### config.mk
export PLATFORM = sky130hd
export DESIGN_NAME = rr_arbiter_buffered_flat
export DESIGN_NICKNAME = d
export VERILOG_FILES = /design/src/rtl/rr_arbiter_buffered_if.sv /design/src/rtl/rr_arbiter_buffered.sv /design/src/flat_wrapper.sv
export SDC_FILE = /design/constraint.sdc
export NUM_CORES = 1
export LEC_CHECK = 0
export CAP_MARGIN = 20
export CORE_MARGIN = 2
export CORE_UTILIZATION = 40
export CTS_BUF_LIST = sky130_fd_sc_hd__clkbuf_4
export DETAILED_ROUTE_END_ITERATION = 8
export PLACE_DENSITY = 0.9
export SETUP_SLACK_MARGIN = 0.2
export SLEW_MARGIN = 20
export SYNTH_ARGS = -nofsm -noshare
export SYNTH_HDL_FRONTEND = slang
export SYNTH_SLANG_ARGS = --single-unit
### constraint.sdc
create_clock -name clk -period 2.3 [get_ports clk]
set_input_delay 0.345 -clock clk [delete_from_list [all_inputs] [get_ports clk]]
set_output_delay 0.345 -clock clk [all_outputs]
set_load 0.05 [all_outputs]
### src/rtl/rr_arbiter_buffered_if.sv
// Handshake bundle for rr_arbiter_buffered: SIZE packed producers in, one buffered token out.
// slave is the arbiter's view; master is the producer/consumer side.
interface rr_arbiter_buffered_if #(
  parameter int SIZE        = 2,
  parameter int DATA_WIDTH  = 32,
  parameter int INDEX_WIDTH = 1
);
  logic [SIZE*DATA_WIDTH-1:0] ins;
  logic [SIZE-1:0]            ins_valid;
  logic [SIZE-1:0]            ins_ready;
  logic [DATA_WIDTH-1:0]      outs;
  logic [INDEX_WIDTH-1:0]     index;
  logic                       outs_valid;
  logic                       outs_ready;

  modport slave (
    input  ins, ins_valid, outs_ready,
    output ins_ready, outs, index, outs_valid
  );

  modport master (
    output ins, ins_valid, outs_ready,
    input  ins_ready, outs, index, outs_valid
  );
endinterface

### src/rtl/rr_arbiter_buffered.sv
// Round-robin arbiter into a one-slot output register: 1-cycle latency, 1 token/cycle; ins_ready
// drops while the slot is full and outs_ready is low. RR_ARBITER_STALL_CNT_EN adds a stall counter.
module rr_arbiter_buffered #(
  parameter int SIZE        = 2,
  parameter int DATA_WIDTH  = 32,
  parameter int INDEX_WIDTH = 1
) (
  input  logic                 clk,
  input  logic                 rst,
  rr_arbiter_buffered_if.slave bus
`ifdef RR_ARBITER_STALL_CNT_EN
  ,
  output logic [15:0]          stall_cnt
`endif
);

  logic [DATA_WIDTH-1:0]  outs_q, outs_d;
  logic [INDEX_WIDTH-1:0] index_q, index_d;
  logic                   outs_valid_q, outs_valid_d;
  logic [INDEX_WIDTH-1:0] ptr_q, ptr_d;

  logic                   found;
  logic [INDEX_WIDTH-1:0] win;
  logic                   grant;
  logic [DATA_WIDTH-1:0]  sel_dat;
  logic [SIZE-1:0]        ins_ready_c;

  // Two passes give the circular scan: first from ptr upward, then wrap from 0.
  always_comb begin
    found = 1'b0;
    win   = '0;
    for (int i = 0; i < SIZE; i++) begin
      if (!found && bus.ins_valid[i] && (i >= int'(ptr_q))) begin
        found = 1'b1;
        win   = i[INDEX_WIDTH-1:0];
      end
    end
    for (int i = 0; i < SIZE; i++) begin
      if (!found && bus.ins_valid[i]) begin
        found = 1'b1;
        win   = i[INDEX_WIDTH-1:0];
      end
    end
  end

  always_comb begin
    grant       = rst && found && (!outs_valid_q || bus.outs_ready);
    ins_ready_c = '0;
    sel_dat     = '0;
    for (int i = 0; i < SIZE; i++) begin
      if (int'(win) == i) begin
        ins_ready_c[i] = grant;
        sel_dat        = bus.ins[i*DATA_WIDTH +: DATA_WIDTH];
      end
    end
  end

  always_comb begin
    outs_d       = outs_q;
    index_d      = index_q;
    outs_valid_d = outs_valid_q;
    ptr_d        = ptr_q;
    if (grant) begin
      outs_d       = sel_dat;
      index_d      = win;
      outs_valid_d = 1'b1;
      ptr_d        = (int'(win) == SIZE - 1) ? '0 : win + INDEX_WIDTH'(1);
    end else if (bus.outs_ready) begin
      outs_valid_d = 1'b0;
    end
  end

  always_ff @(posedge clk) begin
    if (!rst) begin
      outs_q       <= '0;
      index_q      <= '0;
      outs_valid_q <= 1'b0;
      ptr_q        <= '0;
    end else begin
      outs_q       <= outs_d;
      index_q      <= index_d;
      outs_valid_q <= outs_valid_d;
      ptr_q        <= ptr_d;
    end
  end

`ifdef RR_ARBITER_STALL_CNT_EN
  logic [15:0] stall_cnt_q, stall_cnt_d;

  always_comb begin
    stall_cnt_d = stall_cnt_q;
    if (outs_valid_q && !bus.outs_ready && (stall_cnt_q != 16'hFFFF)) begin
      stall_cnt_d = stall_cnt_q + 16'd1;
    end
  end

  always_ff @(posedge clk) begin
    if (!rst) begin
      stall_cnt_q <= '0;
    end else begin
      stall_cnt_q <= stall_cnt_d;
    end
  end

  assign stall_cnt = stall_cnt_q;
`endif

  assign bus.ins_ready  = ins_ready_c;
  assign bus.outs       = outs_q;
  assign bus.index      = index_q;
  assign bus.outs_valid = outs_valid_q;

endmodule

### src/flat_wrapper.sv
// flat-port wrapper written by rule: the top's interface ports become plain ports
module rr_arbiter_buffered_flat 
#(
  parameter int SIZE        = 2,
  parameter int DATA_WIDTH  = 32,
  parameter int INDEX_WIDTH = 1
)
  (clk, rst, bus_ins, bus_ins_valid, bus_outs_ready, bus_ins_ready, bus_outs, bus_index, bus_outs_valid);
  rr_arbiter_buffered_if #(.SIZE(SIZE), .DATA_WIDTH(DATA_WIDTH), .INDEX_WIDTH(INDEX_WIDTH)) bus_i ();
  input  logic clk;
  input  logic rst;
  input wire logic [$bits(bus_i.ins)-1:0] bus_ins;
  input wire logic [$bits(bus_i.ins_valid)-1:0] bus_ins_valid;
  input wire logic [$bits(bus_i.outs_ready)-1:0] bus_outs_ready;
  output wire logic [$bits(bus_i.ins_ready)-1:0] bus_ins_ready;
  output wire logic [$bits(bus_i.outs)-1:0] bus_outs;
  output wire logic [$bits(bus_i.index)-1:0] bus_index;
  output wire logic [$bits(bus_i.outs_valid)-1:0] bus_outs_valid;
  assign bus_i.ins = bus_ins;
  assign bus_i.ins_valid = bus_ins_valid;
  assign bus_i.outs_ready = bus_outs_ready;
  assign bus_ins_ready = bus_i.ins_ready;
  assign bus_outs = bus_i.outs;
  assign bus_index = bus_i.index;
  assign bus_outs_valid = bus_i.outs_valid;
  rr_arbiter_buffered #(.SIZE(SIZE), .DATA_WIDTH(DATA_WIDTH), .INDEX_WIDTH(INDEX_WIDTH)) u_core (.clk(clk), .rst(rst), .bus(bus_i));
endmodule
==> out/results.tsv <==
metric	value	unit
Num CTS Buffers	5	
GRT Total Usage	22.53	%
grt ovf	0	
cell count after synthesis	201	
Post-CTS Hold Fix Bufs	0	
synthesized flop and latch total	35	
clock buffer depth	2	
placer's final routability congestion estimate	0.7660	
Crit-path slowest cell	clkdlybuf4s50_1	
H-tree depth	2	
post-CTS resize count	0	
Crit path required time	1.96	ns
maxcap violations	0	
Leakage Power	1.159	nW
number of vias per cell	5.395	
commonest non-fill, non-tap cell in the layout	clkdlybuf4s50_1	
CP max FO	9	
die width	72.68	um
final setup fails	0	
skew final	0.01061	ns
first-pass GRT wire length	9211	um
DR WL/cell	16.12	um
top cell type by total area after synthesis	dfxtp_1	
vias in the first global route	1936	
Worst Tran Pin Value	0.5401	ns
initial antenna violation count	0	
CP Class	input pin to primary output	
antenna viol nets, final	0	
YS warnings	0	
latest clock arrival within the worst-skew pair	0.35	ns
Final Critical Period	1.975	ns
Placed Cells incl. Taps	346	
vias post-DR	1910	
# DRC	0	
Setup crit start kind	input pin	
final net count	370	
outcome	complete, no violations	
setup TNS	0	ns
share of cells above drive strength 1	17.88	%
Port Buffers	104	
total core area	0.004444	sq mm
clock slew at reported path FFs	0.12	ns
initial core utilization	42.45	%
R2R setup slack	0.78	ns
Peak Freq	506.2	MHz
WL final	5707	um
register area share after synthesis	37.14	%
Clock Sink Count	35	
Finished Layout Cells	354	
Syn Nets	270	
largest net degree at the start of global routing	33	
die area	0.005282	sq mm
Post-Syn Area	0.001887	sq mm
Antenna Cells	0	
Critical Path Sink Type	primary output	
largest cells by area after synthesis	dfxtp_1 (37%), o221ai_2 (23%), nand4_1 (11%)	
fin. max-slew vios	0	
most frequent cells in the layout	clkdlybuf4s50_1 (102), dfxtp_1 (35), inv_1 (34)	
Layout area overhead	59.22	%
CTS tree	yes	
Die Y	72.68	um
clock root cell	clkbuf_4	
Synth top area share	37.14	%
max_slew headroom	63.88	%
CP arrival	1.63	ns
Final Hold Vio Count	0	
Avg Cell Area, Syn	9.387	sq um
Cell Pwr Density	555.5	mW/mm^2
drt pass-1 iters	4	
Iteration-0 DRC Markers	133	
VDD IR max	0.2782	mV
I/O pin count	105	
Final period util	85.89	%
Critical Path, Cell by Cell	clkdlybuf4s50_1 -> nand2b_1 -> and3_1 -> buf_12	
row cnt	24	
RSZ-0062 raised after global routing	no	
Setup Fix Bufs, Post-CTS	0	
worst min path class	flip-flop to flip-flop	
Synth cell types	23	
Final HPWL DP	4136	um
CP max stage delay	0.47	ns
worst paths after layout:
kind                                       startpoint             endpoint  cells past startpoint
worst max register to register  u_core.bus.outs_valid         u_core.ptr_q                      4
worst max-delay path                   bus_outs_ready     bus_ins_ready[0]                      4
worst min register to register    u_core.bus.outs[17]  u_core.bus.outs[17]                      2
worst min-delay path              u_core.bus.outs[17]  u_core.bus.outs[17]                      2
sequential cells by signal, summed over array words and instances (netlist names):
| register | cells |
|---|---|
| u_core.bus.outs_valid | 1 |
| u_core.bus.outs | 32 |
| u_core.bus.index | 1 |
| u_core.ptr_q | 1 |
report_power, final:
group          internal [mW]  leakage, nW  switching, mW  total [mW]
sequential             0.660        0.290         0.0294       0.690
combinational          0.269        0.838          0.365       0.634
clock                  0.130       0.0317          0.215       0.345
kinds of logic (layout without fill, tap and decap cells):
kind of cell           count (synthesis)  count (layout)  synth area share, %
buffers and inverters                 55             156                14.26
and+or+nand+nor                       73              73                21.29
DFF                                   35              35                37.14
AOI/OAI and AO/OA                     38              38                27.32
through the flow:
stage	util (%)	instance area (sq um)	power, mW	hold slack (ns)	setup WS [ns]
2_1_floorplan	-	1887	1.079	0.5012	0.5649
6_report	67.60	3004	1.669	0.5073	0.3246
3_5_place_dp	66.30	2947	1.340	0.4852	0.2669
4_1_cts	67.60	3004	1.684	0.5090	0.3356
5_1_grt	67.60	3004	1.744	0.5308	0.2582
3_3_place_gp	66.30	2947	1.327	0.4769	0.2904
routing by layer:
metal  track usage, %  vias up  part of all wire, %
met2            37.98       83                   50
li1                 -      926                    -
met5                0        -                    0
met4            11.11        0                  3.4
met1            27.09      882                   39
met3            4.834       19                  7.0
cell usage after synthesis, drive strengths merged:
master and n:
dfxtp 35, inv 34, nand4 33, nand2 32
o221ai 32, buf 14, clkbuf 7, a21boi 4
nand2b 2, nor2 2, and3 1, nand3 1
nor2b 1, nor3 1, o21a 1, o21ai 1
final cells by class:
type / instances / area, sq um
Multi-Input combinational cell: 111 / 917.1
Clock inverter: 2 / 12.51
Fill cell: 368 / 1440
Clock buffer: 6 / 45.04
Sequential cell: 35 / 700.7
Inverter: 34 / 127.6
Timing Repair Buffer: 114 / 1136
Tap cell: 52 / 65.06
critical path: cells and delay by family:
kind                   cells  cell delay [ns]
buffers and inverters      2             0.62
AND/OR/NAND/NOR            2             0.66
Power figures use the tool's default switching activity.
